[config.mk]
export PLATFORM = sky130hd
export DESIGN_NAME = alu_exec_unit_flat
export DESIGN_NICKNAME = d
export VERILOG_FILES = /design/src/rtl/alu_exec_unit_if.sv /design/src/rtl/alu_exec_unit.sv /design/src/flat_wrapper.sv
export SDC_FILE = /design/constraint.sdc
export NUM_CORES = 1
export LEC_CHECK = 0
export ABC_AREA = 1
export BUFFER_PORTS_ARGS = -buffer_cell sky130_fd_sc_hd__buf_4
export CAP_MARGIN = 15
export CORE_ASPECT_RATIO = 0.5
export CORE_MARGIN = 2
export CORE_UTILIZATION = 35
export CTS_BUF_LIST = sky130_fd_sc_hd__clkbuf_8
export DETAILED_ROUTE_END_ITERATION = 12
export PLACE_DENSITY = 0.56
export RECOVER_POWER = 100
export SETUP_SLACK_MARGIN = 0.3
export SLEW_MARGIN = 20
export SYNTH_ARGS = -nofsm -noshare
export SYNTH_HDL_FRONTEND = slang
export SYNTH_SLANG_ARGS = --single-unit
[constraint.sdc]
create_clock -name clk -period 10.95 [get_ports clk]
set_clock_uncertainty 0.1 [all_clocks]
set_input_delay 0.5475 -clock clk [delete_from_list [all_inputs] [get_ports clk]]
set_output_delay 0.5475 -clock clk [all_outputs]
set_load 0.02 [all_outputs]
[src/rtl/alu_exec_unit_if.sv]
// Issue/result bundle between the control path and the ALU execute unit.
// The master drives operands and the start strobe; the slave returns results and status.
interface alu_exec_unit_if #(
    parameter int WIDTH = 32,
    parameter int SHW   = 5
);
    logic             start;
    logic [1:0]       alu_op;
    logic [5:0]       funct;
    logic [SHW-1:0]   shamt;
    logic [WIDTH-1:0] operand_a;
    logic [WIDTH-1:0] operand_b;
    logic [WIDTH-1:0] result;
    logic             zero;
    logic [WIDTH-1:0] hi;
    logic [WIDTH-1:0] lo;
    logic             busy;
    logic             done;

    modport master (
        output start, alu_op, funct, shamt, operand_a, operand_b,
        input  result, zero, hi, lo, busy, done
    );

    modport slave (
        input  start, alu_op, funct, shamt, operand_a, operand_b,
        output result, zero, hi, lo, busy, done
    );
endinterface

[src/rtl/alu_exec_unit.sv]
// MIPS-style execute unit: single-cycle ALU ops plus iterative unsigned
// shift-add multiply and restoring divide into hi/lo.
module alu_exec_unit #(
    parameter int WIDTH = 32,
    parameter int SHW   = 5
) (
    input  logic          clk,
    input  logic          reset,
    alu_exec_unit_if.slave bus
);

    typedef enum logic [1:0] {IDLE, MUL, DIV} state_t;
    typedef enum logic [3:0] {
        OP_AND, OP_OR, OP_ADD, OP_SUB, OP_XOR, OP_NOR, OP_SLT,
        OP_SLL, OP_SRL, OP_SRA, OP_MULT, OP_DIV, OP_MFHI, OP_MFLO
    } op_t;

    localparam logic [SHW-1:0] LAST = SHW'(WIDTH - 1);

    state_t             state;
    op_t                op;
    logic [SHW-1:0]     count;
    logic [WIDTH-1:0]   result_q, hi_q, lo_q;
    logic               zero_q, busy_q, done_q;
    logic [WIDTH-1:0]   opnd_q, rem_q, quo_q;
    logic [2*WIDTH:0]   prod_q;
    logic [WIDTH-1:0]   alu_out;
    logic [2*WIDTH:0]   prod_add, prod_next;
    logic [WIDTH:0]     rem_shift;
    logic               div_ge;
    logic [WIDTH-1:0]   rem_next, quo_next;

    assign bus.result = result_q;
    assign bus.zero   = zero_q;
    assign bus.hi     = hi_q;
    assign bus.lo     = lo_q;
    assign bus.busy   = busy_q;
    assign bus.done   = done_q;

    always_comb begin
        op = OP_AND;
        case (bus.alu_op)
            2'b11: op = OP_AND;
            2'b00: op = OP_ADD;
            2'b01: op = OP_SUB;
            default: begin
                case (bus.funct)
                    6'b100100: op = OP_AND;
                    6'b100101: op = OP_OR;
                    6'b100000: op = OP_ADD;
                    6'b100010: op = OP_SUB;
                    6'b100110: op = OP_XOR;
                    6'b100111: op = OP_NOR;
                    6'b101010: op = OP_SLT;
                    6'b000000: op = OP_SLL;
                    6'b000010: op = OP_SRL;
                    6'b000011: op = OP_SRA;
                    6'b011000: op = OP_MULT;
                    6'b011010: op = OP_DIV;
                    6'b010000: op = OP_MFHI;
                    6'b010010: op = OP_MFLO;
                    default:   op = OP_AND;
                endcase
            end
        endcase
    end

    always_comb begin
        alu_out = bus.operand_a & bus.operand_b;
        case (op)
            OP_OR:   alu_out = bus.operand_a | bus.operand_b;
            OP_ADD:  alu_out = bus.operand_a + bus.operand_b;
            OP_SUB:  alu_out = bus.operand_a - bus.operand_b;
            OP_XOR:  alu_out = bus.operand_a ^ bus.operand_b;
            OP_NOR:  alu_out = ~(bus.operand_a | bus.operand_b);
            OP_SLT:  alu_out = {{(WIDTH-1){1'b0}},
                                ($signed(bus.operand_a) < $signed(bus.operand_b))};
            OP_SLL:  alu_out = bus.operand_b << bus.shamt;
            OP_SRL:  alu_out = bus.operand_b >> bus.shamt;
            OP_SRA:  alu_out = $signed(bus.operand_b) >>> bus.shamt;
            OP_MFHI: alu_out = hi_q;
            OP_MFLO: alu_out = lo_q;
            default: ;
        endcase
    end

    // Multiply: prod_q holds {partial sum, remaining multiplier bits}, shifted right each step.
    always_comb begin
        prod_add = prod_q;
        if (prod_q[0]) begin
            prod_add[2*WIDTH:WIDTH] = prod_q[2*WIDTH:WIDTH] + {1'b0, opnd_q};
        end
        prod_next = prod_add >> 1;
    end

    // Divide: shift the next dividend bit into the remainder and subtract if it fits.
    always_comb begin
        rem_shift = {rem_q, quo_q[WIDTH-1]};
        div_ge    = (rem_shift >= {1'b0, opnd_q});
        rem_next  = div_ge ? WIDTH'(rem_shift - {1'b0, opnd_q}) : rem_shift[WIDTH-1:0];
        quo_next  = {quo_q[WIDTH-2:0], div_ge};
    end

    always_ff @(posedge clk or posedge reset) begin
        if (reset) begin
            state    <= IDLE;
            count    <= '0;
            result_q <= '0;
            hi_q     <= '0;
            lo_q     <= '0;
            zero_q   <= 1'b1;
            busy_q   <= 1'b0;
            done_q   <= 1'b0;
            opnd_q   <= '0;
            rem_q    <= '0;
            quo_q    <= '0;
            prod_q   <= '0;
        end else begin
            done_q <= 1'b0;
            case (state)
                IDLE: begin
                    if (bus.start) begin
                        if (op == OP_MULT) begin
                            opnd_q <= bus.operand_a;
                            prod_q <= {{(WIDTH+1){1'b0}}, bus.operand_b};
                            count  <= '0;
                            busy_q <= 1'b1;
                            state  <= MUL;
                        end else if (op == OP_DIV) begin
                            // Divide by zero finishes immediately with a saturated quotient.
                            if (bus.operand_b == '0) begin
                                lo_q   <= '1;
                                hi_q   <= bus.operand_a;
                                done_q <= 1'b1;
                            end else begin
                                opnd_q <= bus.operand_b;
                                rem_q  <= '0;
                                quo_q  <= bus.operand_a;
                                count  <= '0;
                                busy_q <= 1'b1;
                                state  <= DIV;
                            end
                        end else begin
                            result_q <= alu_out;
                            zero_q   <= (alu_out == '0);
                            done_q   <= 1'b1;
                        end
                    end
                end
                MUL: begin
                    prod_q <= prod_next;
                    if (count == LAST) begin
                        hi_q   <= prod_next[2*WIDTH-1:WIDTH];
                        lo_q   <= prod_next[WIDTH-1:0];
                        busy_q <= 1'b0;
                        done_q <= 1'b1;
                        count  <= '0;
                        state  <= IDLE;
                    end else begin
                        count <= count + SHW'(1);
                    end
                end
                DIV: begin
                    rem_q <= rem_next;
                    quo_q <= quo_next;
                    if (count == LAST) begin
                        hi_q   <= rem_next;
                        lo_q   <= quo_next;
                        busy_q <= 1'b0;
                        done_q <= 1'b1;
                        count  <= '0;
                        state  <= IDLE;
                    end else begin
                        count <= count + SHW'(1);
                    end
                end
                default: state <= IDLE;
            endcase
        end
    end

endmodule

[src/flat_wrapper.sv]
// flat-port wrapper written by rule: the top's interface ports become plain ports
module alu_exec_unit_flat 
#(
    parameter int WIDTH = 32,
    parameter int SHW   = 5
)
  (clk, reset, bus_start, bus_alu_op, bus_funct, bus_shamt, bus_operand_a, bus_operand_b, bus_result, bus_zero, bus_hi, bus_lo, bus_busy, bus_done);
  alu_exec_unit_if #(.WIDTH(WIDTH), .SHW(SHW)) bus_i ();
  input  logic clk;
  input  logic reset;
  input wire logic [$bits(bus_i.start)-1:0] bus_start;
  input wire logic [$bits(bus_i.alu_op)-1:0] bus_alu_op;
  input wire logic [$bits(bus_i.funct)-1:0] bus_funct;
  input wire logic [$bits(bus_i.shamt)-1:0] bus_shamt;
  input wire logic [$bits(bus_i.operand_a)-1:0] bus_operand_a;
  input wire logic [$bits(bus_i.operand_b)-1:0] bus_operand_b;
  output wire logic [$bits(bus_i.result)-1:0] bus_result;
  output wire logic [$bits(bus_i.zero)-1:0] bus_zero;
  output wire logic [$bits(bus_i.hi)-1:0] bus_hi;
  output wire logic [$bits(bus_i.lo)-1:0] bus_lo;
  output wire logic [$bits(bus_i.busy)-1:0] bus_busy;
  output wire logic [$bits(bus_i.done)-1:0] bus_done;
  assign bus_i.start = bus_start;
  assign bus_i.alu_op = bus_alu_op;
  assign bus_i.funct = bus_funct;
  assign bus_i.shamt = bus_shamt;
  assign bus_i.operand_a = bus_operand_a;
  assign bus_i.operand_b = bus_operand_b;
  assign bus_result = bus_i.result;
  assign bus_zero = bus_i.zero;
  assign bus_hi = bus_i.hi;
  assign bus_lo = bus_i.lo;
  assign bus_busy = bus_i.busy;
  assign bus_done = bus_i.done;
  alu_exec_unit #(.WIDTH(WIDTH), .SHW(SHW)) u_core (.clk(clk), .reset(reset), .bus(bus_i));
endmodule
After elaboration in Yosys (flattened, before gate mapping)
Memory sizes are Yosys's and may differ from the RTL's.
Cells that the tools add are included.
{"block": "classes", "n_addsub": 5, "mul": 0, "div": 0, "magnitude_cmp": 2, "eq_ne": 30, "shifts": 3, "mux": 58, "n_bitwise": 6, "reduce_logical": 18}
{"op": "32-bit 2-to-1 mux", "n": 24}
{"op": "32-bit case mux with 11 select lines", "n": 1}
{"op": "32-bit case mux with 3 select lines", "n": 2}
{"op": "65-bit 2-to-1 mux", "n": 2}
{"op": "65-bit case mux with 2 select lines", "n": 1}
{"op": "32-bit case mux with 2 select lines", "n": 2}
{"op": "32-bit zero test", "n": 2}
{"op": "32-bit subtractor", "n": 2}
{"op": "33-bit by 32-bit adder with 33-bit output", "n": 1}
{"op": "33-bit by 32-bit >= comparator with 1-bit output", "n": 1}
{"op": "33-bit 2-to-1 mux", "n": 1}
{"op": "32-bit adder", "n": 1}
{"op": "32-bit bitwise AND", "n": 1}
{"op": "32-bit < comparator", "n": 1}
{"op": "32-bit inverter", "n": 1}
{"op": "32-bit OR", "n": 1}
{"op": "32-bit by 5-bit left shift with 32-bit output", "n": 1}
{"op": "32-bit by 5-bit >> shifter with 32-bit output", "n": 1}
{"op": "32-bit by 5-bit >>> shifter with 32-bit output", "n": 1}
{"op": "32-bit XOR", "n": 1}
{"op": "5-bit 2-to-1 mux", "n": 5}
{"op": "4-bit equality test, second input constant", "n": 6}
{"op": "4-bit by 3-bit equality test with 1-bit output, second input constant", "n": 4}
{"op": "4-bit AND reduction", "n": 4}
{"op": "other kinds (24)", "n": 55}
{"block": "word_totals", "ff_bits": 267, "latchBits": 0, "ramBits": 0, "romBits": 256, "out_inout_bits": 99, "word_cells": 135, "n_memories": 1}
{"name": "(name not given)", "depth": 64, "width": 4, "rd": 1, "rd_clocked_by_memory_dff": 0, "wr": 0, "line_no": "alu_exec_unit.sv:47", "source": "case (bus.funct)"}

Logic depth before layout (Yosys ltp)
Gate-level depths: netlist (run 1).
{"block": "depth", "depth_word": 7, "depth_mapped": 25, "ltp_nobuf": 24}

Worst setup path after synthesis (run 1)
No wires, ideal clock.
{"block": "synth_path", "path_type": "input to register", "from": "in bus_operand_b[20]", "to": "reg u_core.zero_q (netlist: u_core.bus.zero)", "setup_ns": 0.061, "t_arrival_ns": 2.585, "required_time_ns": 10.789, "slack_ns": 8.204, "stages": 20, "n_path_buf": 1, "path_cell_list": "inv_1 ha_1 clkbuf_1 nand2_1 nor2_1 inv_1 nor3_1 and2_1 nand2_1 nand2_1 nand2_1 nand3_1 nand3_1 nor3_2 nand2_1 nor2_1 nand2_1 nor2_1 nand3_1 nand2_1"}
{"block": "synth_via", "elab_chain_cells": 4}
{"item": "from (decl)", "line_no": "flat_wrapper.sv:16", "source": "input wire logic [$bits(bus_i.operand_b)-1:0] bus_operand_b;"}
{"item": "parallel branches: the longest is 2 deep, another holds 32-bit subtractor"}
{"item": "32-bit case mux with 11 select lines *", "line_no": "alu_exec_unit.sv:70", "source": "case (op)"}
{"item": "32-bit zero test *", "line_no": "alu_exec_unit.sv:145", "source": "zero_q <= (alu_out == '0);"}
{"item": "to (signal assigned)", "line_no": "alu_exec_unit.sv:145"}
{"item": "to (decl)", "line_no": "alu_exec_unit.sv:24", "source": "logic zero_q, busy_q, done_q;"}
Every way passes the cells marked *.
A chain may end at the register's enable or synchronous reset.

Final worst setup path (run 1)
{"block": "layout_path", "from": "reg u_core.state[0]", "to": "reg u_core.hi_q[31] (netlist: u_core.bus.hi[31])"}
{"block": "layout_via", "elab_chain_cells": 3}
{"item": "from (decl)", "line_no": "alu_exec_unit.sv:20", "source": "state_t state;"}
{"item": "from (signal assigned)", "line_no": "alu_exec_unit.sv:106", "source": "state <= IDLE;"}
{"item": "from (signal assigned)", "line_no": "alu_exec_unit.sv:128", "source": "state <= MUL;"}
{"item": "from (signal assigned)", "line_no": "alu_exec_unit.sv:141", "source": "state <= DIV;"}
{"item": "2-bit equality test (tied with other cells)", "line_no": "alu_exec_unit.sv:120", "source": "case (state)"}
{"item": "2-bit by 1-bit != test with 1-bit output (no line) (tied with other cells)"}
{"item": "7-bit AND reduction (no line)"}
{"item": "to (signal assigned)", "line_no": "alu_exec_unit.sv:133", "source": "hi_q <= bus.operand_a;"}
{"item": "to (signal assigned)", "line_no": "alu_exec_unit.sv:153", "source": "hi_q <= prod_next[2*WIDTH-1:WIDTH];"}
{"item": "to (signal assigned)", "line_no": "alu_exec_unit.sv:167", "source": "hi_q <= rem_next;"}
{"item": "to (decl)", "line_no": "alu_exec_unit.sv:23", "source": "logic [WIDTH-1:0] result_q, hi_q, lo_q;"}
Parallel ways exist; a longest one is shown, timed or not.

==> run summary, run 1 <==
The total global routing track utilization is 0.330, and the setup slack after layout is 4140 ps. For the fraction of the core area covered by cells at the end of the flow, the log shows 0.385. The internal cell power was 0.00273 W; the number of global-route vias before repair was 30100.

The run gives 2 as the maximum level of the CTS H-tree. The switching power as a share of total power came out at 0.525. The cell family contributing the most delay on the critical path is buffers and inverters. The routed length per placed instance is 23.7 um, and the top-level I/O count is 179. The run gives 5 as the number of antenna violations at the first check in global routing. Counting every net in the synthesized netlist gives 5053.

The tools report the synthesized instance count as 4798. The number of buffers and inverters on the critical path is 3. Entering global routing, the biggest net connects 179 pins. For this block, the routed nets add up to 141000 um of wire.

Clock-pin slew was measured on the worst setup and hold paths at 70 ps. The signal on the critical path passes through inv_1 > ha_1 > clkinvlp_2 > a21oi_1 > nor4_1 > nand2_2 > clkbuf_1 > a21oi_1 > nand2_1 > nand2_1. For the warning count from the yosys run, the log shows 0. Total of buffers placed on input and output ports: 178.

The clock reaches the later pin of the worst-skew pair after 670 ps. The tools report the count of nets after finishing as 5071. The final max-slew violation count was 462; the normalized max-slew margin was -2.02. Summed over all nets, the switching power comes to 0.00302 W. In this run the deepest clock path goes through 3 buffers. For the final setup violation count, the log shows 0. For the worst slack at placement, the log shows 6480 ps. The worst setup path category was reg -> reg. Type of the most critical hold path: in -> reg.

The run gives 73 as the floorplan row count. The average instance area after synthesis is 5.88 sq um, and the power share of the clock group is 0.171. The final period utilization was 0.622. The final reports fail on capacitance limit, slew limit.

Root buffer selected by CTS: sky130_fd_sc_hd__clkbuf_8. The via count of the routed design was 33300. The worst hold slack is 115 ps, and the first-pass detailed-route iteration total is 9.

Static timing analysis puts the maximum clock frequency at 147 MHz. For the first-pass GRT wire length, the log shows 203000 um. Measured along the x axis, the die boundary spans 405 um. Summed over all nets, the half-perimeter wirelength after detailed placement is 111000 um. Data on the critical path is required at its endpoint by 11400 ps. The transition time at the pin with the least slew margin came out at 4530 ps.

The flow ran to the end, but the final reports show violations. The run gives 0 as the count of final hold-check violations. After detailed routing, the number of vias per cell comes to 5.61.

The fraction of synthesis flops using an asynchronous set or reset pin works out to 1.00. The area of the die was 83000 sq um. Summed over all cells, the static leakage comes to 15.9 nW. The initial core utilization was 0.354; the remaining design rule violation count was 0.

For the share of power burned in registers, the log shows 0.295. The run gives 0 ps as the total negative setup slack. Yosys mapped a number of flops with a built-in enable equal to 0. The clock period could shrink to 6810 ps.

The number of distinct standard cells referenced by the synthesized netlist is 53. The worst setup path is launched from a register. Counting the buffers created by CTS gives 44. The tools report the residual overflow from global routing as 0. The maximum fanout count along the critical path is 64. The share of cells above drive strength 1 came out at 0.0468. The synthesized netlist occupies a cell area of 28200 sq um. The endpoint class of the critical path is a register. In this run the power density over the cells is 188 nW/um^2. The area overhead of the layout relative to synthesis was 8.67%.

Once detail routing completed, the nets flagged for antenna violations numbered 0. Number of sinks handled by clock tree synthesis: 266. The die is 205 um tall. Among all flip-flop cells after synthesis, the most frequent one is sky130_fd_sc_hd__dfrtp_1.

The critical path's slowest cell was sky130_fd_sc_hd__clkbuf_1. The number of storage elements in the synthesis netlist was 266; the minimum setup slack among reg-to-reg paths was 4140 ps. In this design, the stage delay of the slowest critical-path cell is 1970 ps. The share of power burned in combinational logic is 0.534, and the max capacitance violation total is 7. TritonCTS built the clock tree. The tools report the sequential area share after synthesis as 0.236.

For the worst setup path, the data arrival time is 7260 ps. Setup repair after global routing left no endpoint under its margin. The number of filler cells placed in the layout was 8919. The congestion estimate from routability-driven global placement came to 1.06. For this block, the initial DRC count from the detailed router was 4428. The worst-case IR drop observed on VDD is 0.128 mV.

In this run the standard cell core region covers 79600 sq um.
## power by group through the flow
stage	registers, W	logic [W]	clock network (W)
2_1_floorplan	0.00176	0.00190	0
3_3_place_gp	0.00170	0.00313	0
3_5_place_dp	0.00170	0.00314	0
4_1_cts	0.00169	0.00315	0.00100
5_1_grt	0.00173	0.00338	0.00105
6_report	0.00170	0.00307	0.000985
## timing repair
action                     4_1_cts  5_1_grt
hold endpoints to repair        87        0
setup endpoints to repair        0        0
resized for setup                0        0
setup buffers                    0        0
hold buffers                     1        0
## worst paths after layout
path / start / end / cells past startpoint
worst max-delay path: u_core.state[0] / u_core.bus.hi[31] / 10
worst min-delay path: bus_operand_a[4] / u_core.quo_q[4] / 3
worst max register to register: u_core.state[0] / u_core.bus.hi[31] / 10
worst min register to register: u_core.bus.zero / u_core.bus.zero / 2
max in group asynchronous: reset / u_core.quo_q[25] / 4
min in group asynchronous: reset / u_core.bus.result[4] / 3
## kinds of logic after synthesis
kind of cell,share of synthesized area
simple gates,0.426
buf+inv,0.103
compound gates,0.137
flops,0.236
fa+ha+maj,0.0787
xor+xnor,0.0186
## worst reg2reg max path, stage by stage (launching register included)
cell and delay, ps:
sky130_fd_sc_hd__dfrtp_1 430, sky130_fd_sc_hd__inv_1 100, sky130_fd_sc_hd__ha_1 1140, sky130_fd_sc_hd__clkinvlp_2 1710
sky130_fd_sc_hd__a21oi_1 520, sky130_fd_sc_hd__nor4_1 120, sky130_fd_sc_hd__nand2_2 90, sky130_fd_sc_hd__clkbuf_1 1970
sky130_fd_sc_hd__a21oi_1 270, sky130_fd_sc_hd__nand2_1 200, sky130_fd_sc_hd__nand2_1 60
## layout by cell type (no fill, tap or decap), drive strengths merged, types with 2 or more instances in the layout
cell and instances:
nor2 575, a21oi 210, o21bai 14, clkbuf 159, and2 12, or2 5
nor4 15, inv 514, clkinvlp 6, a211oi 2, nand3b 5, o21ai 289
buf 96, dfrtp 265, nand4 38, nor3 43, nand3 603, diode 5
nand2 1575, clkinv 12, xor2 41, xnor2 19, bufinv 3, ha 171
fa 4, a21boi 7, a21o 12, o211ai 33, a41oi 32, o221ai 2
o21a 4, a221oi 5, a31oi 71, o311ai 3
## metrics by stage
| step | area, sq um | instances | power, W |
|---|---|---|---|
| global placement | 30100 | 5856 | 0.00482 |
| finish | 30700 | 5941 | 0.00575 |
| CTS | 31100 | 5936 | 0.00584 |
| floorplan | 28200 | 4798 | 0.00365 |
| global route | 30600 | 5938 | 0.00615 |
| detailed placement | 30100 | 5856 | 0.00484 |
## synthesized netlist by cell type (6+ instances only)
cell type	count	area share
sky130_fd_sc_hd__ha_1	171	0.076
sky130_fd_sc_hd__xor2_1	41	0.013
sky130_fd_sc_hd__a21o_1	12	0.0032
sky130_fd_sc_hd__a21oi_1	207	0.037
sky130_fd_sc_hd__nand2_1	1568	0.21
sky130_fd_sc_hd__nand4_1	38	0.0084
sky130_fd_sc_hd__o21bai_1	14	0.0037
sky130_fd_sc_hd__nand3_2	7	0.0025
sky130_fd_sc_hd__a41oi_1	32	0.0099
sky130_fd_sc_hd__nor2_4	6	0.0024
sky130_fd_sc_hd__inv_1	482	0.064
sky130_fd_sc_hd__buf_2	65	0.012
sky130_fd_sc_hd__o211ai_1	33	0.0088
sky130_fd_sc_hd__nor2_1	559	0.074
sky130_fd_sc_hd__o21ai_1	44	0.0078
sky130_fd_sc_hd__o21ai_0	244	0.043
sky130_fd_sc_hd__xnor2_1	19	0.0059
sky130_fd_sc_hd__inv_2	24	0.0032
sky130_fd_sc_hd__nor4_1	15	0.0033
sky130_fd_sc_hd__a31oi_1	71	0.016
sky130_fd_sc_hd__clkbuf_1	132	0.018
sky130_fd_sc_hd__nand3_1	596	0.11
sky130_fd_sc_hd__nor3_1	34	0.0060
sky130_fd_sc_hd__and2_1	12	0.0027
sky130_fd_sc_hd__buf_1	24	0.0032
sky130_fd_sc_hd__nor2_2	7	0.0016
sky130_fd_sc_hd__nor3_2	8	0.0028
sky130_fd_sc_hd__dfrtp_1	265	0.24
## layer usage
metal,global-route usage,part of all wire,up-vias
li1,-,-,15600
met1,0.472,0.44,15700
met2,0.470,0.40,1791
met3,0.0967,0.12,249
met4,0.110,0.036,2
met5,0,0.000085,-
## sequential cells by signal, summed over array words and instances, names as in the netlist
name,count
u_core.rem_q,32
u_core.bus.lo,32
u_core.state,2
u_core.quo_q,32
u_core.prod_q,64
u_core.bus.done,1
u_core.bus.result,32
u_core.count,5
u_core.opnd_q,32
u_core.bus.zero,1
u_core.bus.hi,32
u_core.bus.busy,1
## area by class of cell
class	count	area (sq um)	share of cell area
sequential	266	6660	0.217
antenna	5	12.5	0.000408
inverter	510	1920	0.0628
multi-input combinational	3792	18600	0.607
clock inverter	25	210	0.00686
timing repair buffer	202	1140	0.0372
clock buffer	54	743	0.0242
tap	1087	1360	0.0444
Note: power is estimated with default switching activity, not from simulation.
==> inputs of run 2 (changes only) <==
- ABC_AREA: 1 -> 0
- clock period: 10.95 -> 6.3 ns (I/O delays scaled with it)
==> run 2 against run 1 <==
- the run still ends with capacitance limit, slew limit left
- core utilization increased by 1.4 points
- critical endpoint is now u_core.bus.zero
- critical path depth is 4 higher
- final area fell by 2.6%
- via count down 17%
- highest routed layer unchanged
==> run summary, run 2 <==
The flow ran to the end, but the final reports show violations. The checks that failed: capacitance limit, slew limit. STA classifies the critical path endpoint as a register.

For this run, the post-layout net count is 3626. In this run, CTS created clock tree buffers numbering 45. The most common cell after layout, fill and taps aside was sky130_fd_sc_hd__nand2_1.

The standard cell area after detailed placement was 28700 sq um. In this run, placement finished with an instance count of 4292. The commonest cells after synthesis are 407 x sky130_fd_sc_hd__nand2_1, 277 x sky130_fd_sc_hd__o21ai_0, 268 x sky130_fd_sc_hd__nor2_1. Summed over all nets, the switching power comes to 0.00360 W.

The routed length per placed instance is 29.2 um. The tools report the required time at the endpoint of the critical path as 6840 ps. The power share of the clock group is 0.249. TritonCTS built the clock tree. Entering global routing, the biggest net connects 129 pins. The first-pass GRT wire length was 185000 um.

STA classifies the critical path startpoint as an input pin. The number of filler cells placed in the layout was 7817. The horizontal die dimension was 392 um.

The number of storage elements in the synthesis netlist was 266. In this run the most critical hold path is launched from bus_operand_b[23]. The tools report the warning count from the yosys run as 0. The worst register-to-register path ends at u_core.bus.hi[5].

The maximum fanout count along the critical path was 23. For this design the ratio of total power to cell area is 259 nW/um^2. The predominant post-synthesis flop cell was sky130_fd_sc_hd__dfrtp_1. The average instance area after synthesis is 8.06 sq um, and the highest attainable clock frequency is 180 MHz. Along the worst hold path, the cell count comes to 3. The core area was 74800 sq um. In this run the clock root is driven by a sky130_fd_sc_hd__clkbuf_8. The max capacitance violation total was 5; the final non-filler cell total was 4434.

With fillers left out, the area of the finished cells amounts to 29900 sq um. Fraction of synthesized cell area taken by the top area cell type: 0.252. For the worst flop-to-flop path, the logic depth is 16. For the number of global-route vias before repair, the log shows 25800.

The height of the die works out to 198 um. The tools report the number of sinks handled by clock tree synthesis as 266. The number of hold buffers added after CTS was 54. The register with the most flip-flops in the layout has 64 of them. Routability-driven placement finished with a final weighted congestion of 1.05. The clock latency of the later-clocked register in the worst-skew pair was 720 ps; the total global routing track utilization was 0.325.

The top-level I/O count came out at 179. The clock period could shrink to 5550 ps. Data arrives at the worst endpoint at 6090 ps. The count of final hold-check violations was 0. The via count of the routed design is 27800, and the synthesized instance count is 3269. The number of antenna violations at the first check in global routing is 8.

Clock-pin slew was measured on the worst setup and hold paths at 60 ps. The number of nets in the synthesized netlist is 3524, and the first-pass detailed-route iteration total is 7. The most instantiated library cell after synthesis was sky130_fd_sc_hd__nand2_1. Area of the die: 77600 sq um.

For the count of nets left with antenna violations after detail routing, the log shows 0. No sink is reached through more buffers than the 3 on the longest clock path. Relative to the synthesized area, the layout overhead comes to 13.4%. The tools report the half-perimeter wire length after detailed placement as 97700 um. The cell type with the largest total area after synthesis is sky130_fd_sc_hd__dfrtp_1. The analysis attributes to cell leakage a power of 12.6 nW. Share of power burned in combinational logic: 0.386.

For the final max-slew violation count, the log shows 279. After routing, the total negative slack on setup checks comes to 0 ps. The total of buffers placed on input and output ports was 178; the number of enable-type register cells in the synthesized netlist was 0.

The share of cells above drive strength 1 came out at 0.114. The normalized max-slew margin was -0.911. The initial core utilization was 0.352; the floorplan row count was 71.

In the layout the commonest cells are 406 x sky130_fd_sc_hd__nand2_1, 279 x sky130_fd_sc_hd__o21ai_0, 268 x sky130_fd_sc_hd__nor2_1. The final period utilization works out to 0.881. Total wire length after detailed routing: 130000 um. The share of power burned in registers is 0.365.

The post-CTS setup buffer count is 0, and the sequential area share after synthesis is 0.253. After detailed routing, the number of vias per cell comes to 6.27. The total overflow left after global routing is 0. The number of resized instances in the post-cts repair step is 0, and the number of DRC markers in iteration 0 is 4129.

The tools report the maximum resistive drop on vdd as 0.177 mV. Across all register-to-register paths, the minimum setup slack is 1090 ps. The transition time at the pin with the least slew margin was 2870 ps. The type of the most critical hold path was in -> reg.

Sorting the synthesized cells by area gives the leading types as sky130_fd_sc_hd__dfrtp_1 25%, sky130_fd_sc_hd__ha_1 8.1%, sky130_fd_sc_hd__mux4_2 6.5%. The fraction of synthesis flops using an asynchronous set or reset pin is 1.00, and the internal cell power is 0.00414 W. The worst setup path category was in -> reg.

After detailed routing, the number of remaining DRC violations is 0. Critical register-to-register path startpoint: u_core.opnd_q[1]. The synthesized area came out at 26300 sq um.

The path with the worst hold slack has its endpoint at u_core.prod_q[23]. Setup repair after global routing left no endpoint under its margin. The synthesized netlist contains 96 unique library cells. The maximum level of the CTS H-tree came out at 2. Most flop-heavy register: u_core.prod_q. The switching power as a share of total power is 0.465, and the final setup violation count is 0.
==> run 2: per-stage QoR <==
| step | util | setup WS (ps) | hold slack, ps | total power [W] |
|---|---|---|---|---|
| floorplan | - | 2190 | 337 | 0.00432 |
| global placement | 0.384 | 697 | 364 | 0.00588 |
| detailed placement | 0.384 | 821 | 366 | 0.00590 |
| CTS | 0.405 | 1490 | 0.151 | 0.00788 |
| global route | 0.399 | 602 | 42.8 | 0.00806 |
| finish | 0.399 | 749 | 35.4 | 0.00774 |
==> run 2: cell families (layout without fill, tap and decap cells) <==
family                   count (synthesis)  in the layout  synth area share
multiplexers                           255            255             0.135
other                                    0              4                 0
buffers and inverters                  414            553            0.0625
AND/OR/NAND/NOR                       1009           1009             0.173
AO/OA/AOI/OAI                         1070           1070             0.266
XOR/XNOR                                80             80            0.0266
adder cells (fa/ha/maj)                175            175            0.0843
flip-flops                             266            266             0.253
==> run 2: worst max-delay path, cell delays in order <==
cell and delay [ps]:
sky130_fd_sc_hd__clkbuf_1 1010, sky130_fd_sc_hd__nor3b_1 470, sky130_fd_sc_hd__o211ai_1 490, sky130_fd_sc_hd__a21oi_1 1520
sky130_fd_sc_hd__clkbuf_1 770, sky130_fd_sc_hd__a311oi_1 250, sky130_fd_sc_hd__o32ai_1 380, sky130_fd_sc_hd__a211oi_1 130
sky130_fd_sc_hd__o2111ai_1 150, sky130_fd_sc_hd__nor4_1 110, sky130_fd_sc_hd__nand4_1 200, sky130_fd_sc_hd__nor4_1 80
sky130_fd_sc_hd__nand4_1 110, sky130_fd_sc_hd__o31ai_1 70
==> run 2: power by group through the flow <==
stage | registers, W | clock network (W) | logic, W
2_1_floorplan | 0.00270 | 0 | 0.00162
3_3_place_gp | 0.00279 | 0 | 0.00309
3_5_place_dp | 0.00280 | 0 | 0.00311
4_1_cts | 0.00277 | 0.00197 | 0.00315
5_1_grt | 0.00282 | 0.00203 | 0.00320
6_report | 0.00283 | 0.00193 | 0.00299
==> run 2: area by class of cell <==
cell class                 count  area [sq um]  area share
timing repair buffer         307          2080      0.0697
clock buffer                  59           812      0.0272
multi-input combinational   2589         18100       0.608
inverter                     162           609      0.0204
clock inverter                25           267     0.00892
sequential                   266          6660       0.223
antenna                        4          10.0    0.000335
tap                         1022          1280      0.0428
==> run 2: per-layer routing <==
metal | global-route usage | share of wire | vias up
met3 | 0.109 | 0.13 | 242
met1 | 0.474 | 0.45 | 13700
li1 | - | - | 12200
met2 | 0.445 | 0.39 | 1607
met5 | 0 | 0.00011 | -
met4 | 0.0973 | 0.034 | 2
==> run 2: worst max path at each step <==
stage / cells past startpoint / end / slack [ps] / from
5_1_grt: 14 / u_core.bus.zero / 600 / bus_alu_op[1]
3_5_place_dp: 18 / u_core.bus.zero / 820 / bus_funct[0]
2_1_floorplan: 15 / u_core.bus.zero / 2190 / bus_operand_b[18]
6_report: 14 / u_core.bus.zero / 750 / bus_alu_op[1]
3_3_place_gp: 18 / u_core.bus.zero / 700 / bus_funct[0]
4_1_cts: 16 / u_core.bus.zero / 1490 / bus_operand_b[8]
